<file path="src/rtl/divider_seq.sv">
// Sequential restoring divider: one quotient bit per clock, start/busy/done handshake,
// optional two's-complement mode and divide-by-zero flagging.
module divider_seq #(
  parameter int unsigned N      = 8,
  parameter int unsigned SIGNED = 0
) (
  input  logic         clk,
  input  logic         rst,
  input  logic         start,
  input  logic [N-1:0] dividiendo,
  input  logic [N-1:0] divisor,
  output logic         busy,
  output logic         done,
  output logic [N-1:0] quotient,
  output logic [N-1:0] remainder,
  output logic         div_zero
);

  localparam int unsigned CW = $clog2(N);

  typedef enum logic [1:0] {
    S_IDLE = 2'd0,
    S_RUN  = 2'd1,
    S_DONE = 2'd2
  } state_t;

  state_t        state_q;
  logic [N-1:0]  r_q;
  logic [N-1:0]  q_q;
  logic [N-1:0]  dmag_q;
  logic [N-1:0]  dvd_q;
  logic [CW-1:0] cnt_q;
  logic          neg_q_q;
  logic          neg_r_q;
  logic          dz_q;

  logic          dvd_neg_c;
  logic          dsr_neg_c;
  logic [N-1:0]  dvd_mag_c;
  logic [N-1:0]  dsr_mag_c;
  logic [N:0]    shifted_c;
  logic [N:0]    trial_c;
  logic          ge_c;
  logic [N-1:0]  r_d;
  logic [N-1:0]  q_d;
  logic [N-1:0]  q_res_c;
  logic [N-1:0]  r_res_c;
  logic          accept_c;

  // Magnitudes, one restoring step, and final sign fix-up.
  // R < |divisor| keeps the trial inside (-2^N, 2^N), so bit N of the trial is the borrow.
  always_comb begin
    dvd_neg_c = (SIGNED != 0) && dividiendo[N-1];
    dsr_neg_c = (SIGNED != 0) && divisor[N-1];
    dvd_mag_c = dvd_neg_c ? ({N{1'b0}} - dividiendo) : dividiendo;
    dsr_mag_c = dsr_neg_c ? ({N{1'b0}} - divisor) : divisor;
    shifted_c = {r_q, q_q[N-1]};
    trial_c   = shifted_c - {1'b0, dmag_q};
    ge_c      = ~trial_c[N];
    r_d       = ge_c ? trial_c[N-1:0] : shifted_c[N-1:0];
    q_d       = {q_q[N-2:0], ge_c};
    q_res_c   = neg_q_q ? ({N{1'b0}} - q_q) : q_q;
    r_res_c   = neg_r_q ? ({N{1'b0}} - r_q) : r_q;
    accept_c  = start && (state_q != S_RUN);
  end

  always_ff @(posedge clk) begin
    if (rst) begin
      state_q   <= S_IDLE;
      r_q       <= '0;
      q_q       <= '0;
      dmag_q    <= '0;
      dvd_q     <= '0;
      cnt_q     <= '0;
      neg_q_q   <= 1'b0;
      neg_r_q   <= 1'b0;
      dz_q      <= 1'b0;
      busy      <= 1'b0;
      done      <= 1'b0;
      quotient  <= '0;
      remainder <= '0;
      div_zero  <= 1'b0;
    end else begin
      done <= 1'b0;
      case (state_q)
        S_RUN: begin
          r_q <= r_d;
          q_q <= q_d;
          if (cnt_q == '0) begin
            state_q <= S_DONE;
            busy    <= 1'b0;
          end else begin
            cnt_q <= cnt_q - CW'(1);
          end
        end
        S_DONE: begin
          done      <= 1'b1;
          div_zero  <= dz_q;
          quotient  <= dz_q ? {N{1'b1}} : q_res_c;
          remainder <= dz_q ? dvd_q : r_res_c;
          state_q   <= S_IDLE;
        end
        default: ;
      endcase
      // Accepted in IDLE and in DONE; overrides the DONE->IDLE move for back-to-back use.
      if (accept_c) begin
        dvd_q   <= dividiendo;
        dz_q    <= (divisor == '0);
        r_q     <= '0;
        q_q     <= dvd_mag_c;
        dmag_q  <= dsr_mag_c;
        cnt_q   <= CW'(N - 1);
        neg_q_q <= dvd_neg_c ^ dsr_neg_c;
        neg_r_q <= dvd_neg_c;
        state_q <= (divisor == '0) ? S_DONE : S_RUN;
        busy    <= (divisor != '0);
      end
    end
  end

endmodule

</file>
<file path="config.mk">
export PLATFORM = sky130hd
export DESIGN_NAME = divider_seq
export DESIGN_NICKNAME = d
export VERILOG_FILES = /design/src/rtl/divider_seq.sv
export SDC_FILE = /design/constraint.sdc
export NUM_CORES = 1
export LEC_CHECK = 0
export CAP_MARGIN = 30
export CORE_AREA = 3 3 109 111
export CTS_BUF_LIST = sky130_fd_sc_hd__clkbuf_8 sky130_fd_sc_hd__clkbuf_16
export DETAILED_ROUTE_END_ITERATION = 10
export DIE_AREA = 0 0 112 114
export GPL_ROUTABILITY_DRIVEN = 0
export HOLD_SLACK_MARGIN = 0.12
export PLACE_DENSITY_LB_ADDON = 0.3
export REMOVE_ABC_BUFFERS = 1
export SETUP_SLACK_MARGIN = 0.02
export SYNTH_ARGS = -nofsm -noshare
export SYNTH_HDL_FRONTEND = slang
export SYNTH_SLANG_ARGS = --single-unit
</file>
<file path="constraint.sdc">
create_clock -name clk -period 2.2 [get_ports clk]
set_input_delay 0.22 -clock clk [delete_from_list [all_inputs] [get_ports clk]]
set_output_delay 0.22 -clock clk [all_outputs]
set_load 0.02 [all_outputs]
</file>
==> results of run 1 <==
## kinds of logic (layout without fill, tap and decap cells)
logic type,count (synthesis),in the layout,synth area share (%)
compound gates,75,75,18.2
mux,19,19,6.98
xor+xnor,2,2,0.643
simple gates,128,128,21.6
flops,57,57,41.9
fa+ha+maj,11,11,5.32
buf+inv,37,95,5.46
## registers in the layout, indices dropped and copies added, names as in the netlist, 2 cells and up
signal / count
dmag_q: 8
dvd_q: 8
q_q: 8
quotient: 8
r_q: 8
remainder: 8
cnt_q: 3
state_q: 2
## layout by cell type (no fill, tap or decap), drive strengths merged, types with 10 or more instances in the layout
cell type / n
dfxtp: 57
buf: 29
a21oi: 29
mux2i: 19
clkdlybuf4s50: 36
nand2: 39
nor2: 43
nor3: 20
inv: 14
o21ai: 10
ha: 10
a211oi: 20
## per-stage QoR
stage                     cell area (um^2)  hold slack, ns
after floorplan                       2630           0.289
after global placement                3350           0.443
after detailed placement              3350           0.447
after CTS                             3630           0.328
after global routing                  3690           0.359
final                                 3690           0.335
## where the power goes
group          internal (mW)  switching [mW]
combinational          0.347           0.371
sequential              1.11          0.0581
clock                  0.636           0.443
## layout make-up
| cell class | instances | area, um^2 |
|---|---|---|
| Clock buffer | 9 | 124 |
| Tap cell | 140 | 175 |
| Fill cell | 1132 | 7200 |
| Multi-Input combinational cell | 235 | 1510 |
| Inverter | 14 | 52.6 |
| Timing Repair Buffer | 65 | 583 |
| Clock inverter | 7 | 95.1 |
| Sequential cell | 57 | 1140 |
## critical path: cells and delay by family (launching register included)
kind                       cells  cell delay [ns]
adders and majority gates      2             0.52
and+or+nand+nor                5             0.91
buffers and inverters          2             0.16
AOI/OAI and AO/OA              1             0.16
DFF                            1             0.34
## worst paths after layout
path	startpoint	end	slack (ns)	depth (start not counted)
worst max-delay path	q_q[7]	r_q[0]	0.05	10
worst min register to register	dmag_q[5]	dmag_q[5]	0.45	2
worst min-delay path	rst	cnt_q[2]	0.34	2
worst max register to register	q_q[7]	r_q[0]	0.05	10
## what timing repair did
action	in CTS	in global routing
buffers inserted	3	1
pin swaps	1	3
gates resized for setup	8	9
endpoints found under the setup margin	8	7
## layer usage
metal | routed length (um) | vias up | global-route usage, %
met2 | 3090 | 65 | 17.3
met4 | 67 | 0 | 2.64
met5 | 0 | - | 0
met1 | 3510 | 1162 | 16.1
li1 | - | 1254 | -
met3 | 408 | 8 | 3.77
==> metrics.cfg, run 1 <==
[floorplanning]
coreArea_um2=10900
initial_core_util_pct=25.0
die_x_um=112
rows=38
io_pins=38
die-area_um2=12800
die_height_um=114

[global_routing]
grt_use_total_pct=11.5
first_global_vias=2372
grt_pass1_wl_um=11800
antenna_found_initial=0
overflow=0
grt_max_degree=29

[timing]
clock.fmax_mhz=465
rsz0062_at_grt=true
tightestPinTransition_ns=0.637
clock_skew_ns=0.00865
setup_viol=0
slew_violations=0
finalWorstSetupSlack_ns=0.0498
finalCritPeriodShare_pct=97.7
relSlewSlack_pct=57.5
final_hold_viol_count=0
period_needed_ns=2.15
setup_tns_ns=0

[route]
wire_per_inst_um=13.4
drc=0
via_count=2489
routed_wl_um=7070
viasPerCell=4.72
drt_pass1_iterations=4
drt-initial-drc-count=131
ant_nets=0

[placement]
pre_cts_ws_ns=-0.180
dp_hpwl_um=5000
place_inst=507
port_buffers=37

[min_path]
hp-class=in2reg

[final_layout]
area_delta_synth_final_pct=35.2
finalCoreUtilization_pct=33.9
drive_above_1_share_pct=16.3
instances_no_fill=527
layout.nets=412
antenna_cells=0

[synthesis]
synthCells=329
synth_top_area_share_pct=41.9
synth.most_common_cell=dfxtp_1
synth_top_area_cell=dfxtp_1
yosysSeqAreaShare_pct=41.9
syn_avg_cell_area_um2=8.29
synthTopCellsByCount=dfxtp_1, nor2_1, nand2_1
synth_cell_types=40
synth_area_um2=2730
ys_top_cells_by_area=dfxtp_1, mux2i_1, nor2_1, a211oi_1, nand2_1
ys_async_sr_fraction_pct=0
synth_edf_count=0
yosysWarnings=0
ys_ff_latch=57
synth_ff_type=dfxtp_1

[cts]
clk_latency_ns=0.34
path_clk_slew_ns=0.07
cts_root_buf=clkbuf_8
numCtsBuffers=9
htree_levels=3
cts_hold_buf=0
clock_path_buffers=2
cts_sinks=57
cts_tree=built

[power]
power_leakage_nw=1.42
power.density_nw_per_um2=805
power_mw=2.97
ir_drop_uv=281

[setup_path]
worstSetupEndpointType=flip-flop
startpoint_type=flip-flop
arrival_ns=2.43
crit_type=reg2reg
cp_cell_sequence=inv_2 > ha_4 > fa_2 > nor2b_4 > o31a_4 > and4_4 > nor3_4 > buf_6 > or4_1 > nand3_1
critPathRequiredTime_ns=2.48
crit_slowest_cell=or4_1
cpPeakStageDelay_ns=0.40
cp_max_fo=3

[status]
status=finished clean

[run]
cap_violations=0

Note: power is estimated with default switching activity, not from simulation.
==> run 2: changes to the inputs <==
--- a/config.mk
+++ b/config.mk
@@ -5,6 +5,7 @@
 export SDC_FILE = /design/constraint.sdc
 export NUM_CORES = 1
 export LEC_CHECK = 0
+export ABC_AREA = 1
 export CAP_MARGIN = 30
 export CORE_AREA = 3 3 109 111
 export CTS_BUF_LIST = sky130_fd_sc_hd__clkbuf_8 sky130_fd_sc_hd__clkbuf_16
==> run 2 against run 1 <==
Effect of this change: die area unchanged; largest cell class unchanged; register-to-register slack gained 0.18 ns; synthesized cell count rose by 16%; routed wire length grew 2.4%; sequential share of layout area up 2.2 points; maximum frequency increased by 9.2%; count of clock-buffer cells in the layout increased by 3.
==> metrics.cfg, run 2 <==
[global_routing]
overflow=0  ; unchanged
grt_max_degree=31  ; +6.9%
grt_pass1_wl_um=12400  ; +5.2%
antenna_found_initial=0  ; unchanged
first_global_vias=2643  ; +11%
grt_use_total_pct=12.0  ; +0.53 points

[run]
cap_violations=0  ; unchanged

[final_layout]
area_delta_synth_final_pct=25.3
drive_above_1_share_pct=8.47  ; -7.8 points
instances_no_fill=565  ; +7.2%
final_cell_mix=nand2_1, dfxtp_1, a21oi_1
layout.nets=451  ; +9.5%
antenna_cells=0  ; unchanged
final_common_cell=nand2_1

[synthesis]
synth.most_common_cell=nand2_1
synth_ff_type=dfxtp_1
synth_top_area_share_pct=41.6  ; -0.23 points
synth_top_area_cell=dfxtp_1
yosysWarnings=0  ; unchanged
ys_top_cells_by_area=dfxtp_1, nand2_1, a21oi_1, inv_1, o21ai_0
synth_area_um2=2740  ; +0.55%
yosysSeqAreaShare_pct=41.6  ; -0.23 points
synthTopCellsByCount=nand2_1, dfxtp_1, a21oi_1
ys_ff_latch=57  ; unchanged
ys_async_sr_fraction_pct=0  ; unchanged
synthCells=383  ; +16%
synth_edf_count=0  ; unchanged
synth_cell_types=30  ; -25%
syn_avg_cell_area_um2=7.16  ; -14%

[floorplanning]
initial_core_util_pct=25.2  ; +0.14 points
io_pins=38  ; unchanged
coreArea_um2=10900  ; unchanged
die_height_um=114  ; unchanged
die-area_um2=12800  ; unchanged
rows=38  ; unchanged
die_x_um=112  ; unchanged

[status]
status=finished clean

[cts]
htree_levels=3  ; unchanged
cts_root_buf=clkbuf_8
cts_sinks=57  ; unchanged
numCtsBuffers=9  ; unchanged
clk_latency_ns=0.33  ; about the same
cts_tree=built
cts_hold_buf=0  ; unchanged
clock_path_buffers=2  ; unchanged
path_clk_slew_ns=0.06  ; about the same

[timing]
setup_viol=0  ; unchanged
relSlewSlack_pct=75.8  ; +18 points
clock.fmax_mhz=508  ; +9.2%
finalCritPeriodShare_pct=89.5  ; -8.2 points
finalWorstSetupSlack_ns=0.230  ; +0.181 ns
final_hold_viol_count=0  ; unchanged
setup_tns_ns=0  ; unchanged
slew_violations=0  ; unchanged
period_needed_ns=1.97  ; -0.181 ns
tightestPinTransition_ns=0.360  ; -0.277 ns
holdWs_ns=0.459  ; +0.124 ns
rsz0062_at_grt=false
clock_skew_ns=0.00536  ; -0.00329 ns

[setup_path]
cp_max_fo=9  ; +6
worstSetupEndpointType=flip-flop
crit_type=reg2reg
critPathRequiredTime_ns=2.41  ; -0.07 ns
startpoint_type=flip-flop
arrival_ns=2.18  ; -0.25 ns

[route]
routed_wl_um=7250  ; +2.4%
via_count=2562  ; +2.9%
drc=0  ; unchanged
drt-initial-drc-count=169  ; +29%
drt_pass1_iterations=4  ; unchanged
viasPerCell=4.53  ; -4.0%
wire_per_inst_um=12.8  ; -4.5%
ant_nets=0  ; unchanged

[placement]
dp_hpwl_um=5220  ; +4.4%
port_buffers=37  ; unchanged
place_inst=550  ; +8.5%
pre_cts_ws_ns=0.195  ; +0.375 ns

[power]
ir_drop_uv=385  ; +37%
power_leakage_nw=1.47  ; +4.1%
power_mw=2.99  ; +0.62%
power.density_nw_per_um2=869  ; +8.0%

[min_path]
hp-class=reg2reg

## run 2: cell types whose count changed after synthesis, moves of 6 or more
cell	before	now
a211oi_1	20	0
nand3_1	6	20
nor2_1	42	18
o21ai_0	10	26
nor3_1	19	0
inv_2	0	6
clkbuf_1	19	9
inv_1	14	46
mux2i_1	19	0
a21oi_1	29	49
nand2_1	39	99
## run 2: repair_timing
item,CTS,global route
buffers inserted,0,0
endpoints found under the setup margin,0,7
resized for setup,0,2
## run 2: metal layers
layer / global-route usage, % / part of all wire (%) / vias up
met1: 15.1 / 48 / 1194
met4: 2.96 / 0.66 / 0
li1: - / - / 1311
met3: 3.45 / 3.5 / 6
met2: 20.5 / 48 / 51
met5: 0 / 0 / -
## run 2: critical path, stage by stage (launching register included)
cell	delay (ns)
dfxtp_1	0.32
inv_1	0.07
ha_1	0.24
fa_2	0.36
inv_1	0.06
nand2_1	0.06
nand2_1	0.06
nand3_1	0.11
nand3_2	0.21
nand2_4	0.12
nand2_2	0.08
nand2_1	0.04
nand2_1	0.07
a21oi_2	0.05
## run 2: path summary, 6_finish.rpt
kind | depth (start not counted) | to | slack, ns | start
worst min register to register | 2 | dmag_q[5] | 0.46 | dmag_q[5]
worst max-delay path | 13 | r_q[7] | 0.23 | q_q[7]
worst min-delay path | 2 | dmag_q[5] | 0.46 | dmag_q[5]
worst max register to register | 13 | r_q[7] | 0.23 | q_q[7]
## run 2: cell type report
class | instances | area, um^2
clock buffers | 12 | 165
clock inverters | 3 | 15.0
fillers | 1185 | 7450
inverters | 54 | 203
multi-input cells | 256 | 1320
flip-flops and latches | 57 | 1140
well taps | 140 | 175
repair buffers | 43 | 415
## run 2: power by group
part	switching (mW)	leakage [nW]	total [mW]	internal (mW)
Clock	0.411	0.0980	0.900	0.489
Combinational	0.549	0.908	0.883	0.334
Sequential	0.0610	0.467	1.20	1.14
Total	1.02	1.47	2.99	1.97
## run 2: per-stage QoR
| stage | cell area [um^2] | util (%) |
|---|---|---|
| after CTS | 3430 | 31.5 |
| after global routing | 3440 | 31.6 |
| after floorplan | 2660 | - |
| after detailed placement | 3250 | 29.9 |
| final | 3440 | 31.6 |
| after global placement | 3250 | 29.9 |
## run 2: logic make-up (layout without fill, tap and decap cells)
| group | count (synthesis) | count (layout) | share of synthesized area (%) |
|---|---|---|---|
| flops | 57 | 57 | 41.6 |
| fa+ha+maj | 11 | 11 | 5.29 |
| compound gates | 94 | 94 | 18.9 |
| xor+xnor | 3 | 3 | 0.959 |
| simple gates | 148 | 148 | 22.9 |
| buf+inv | 70 | 112 | 10.4 |
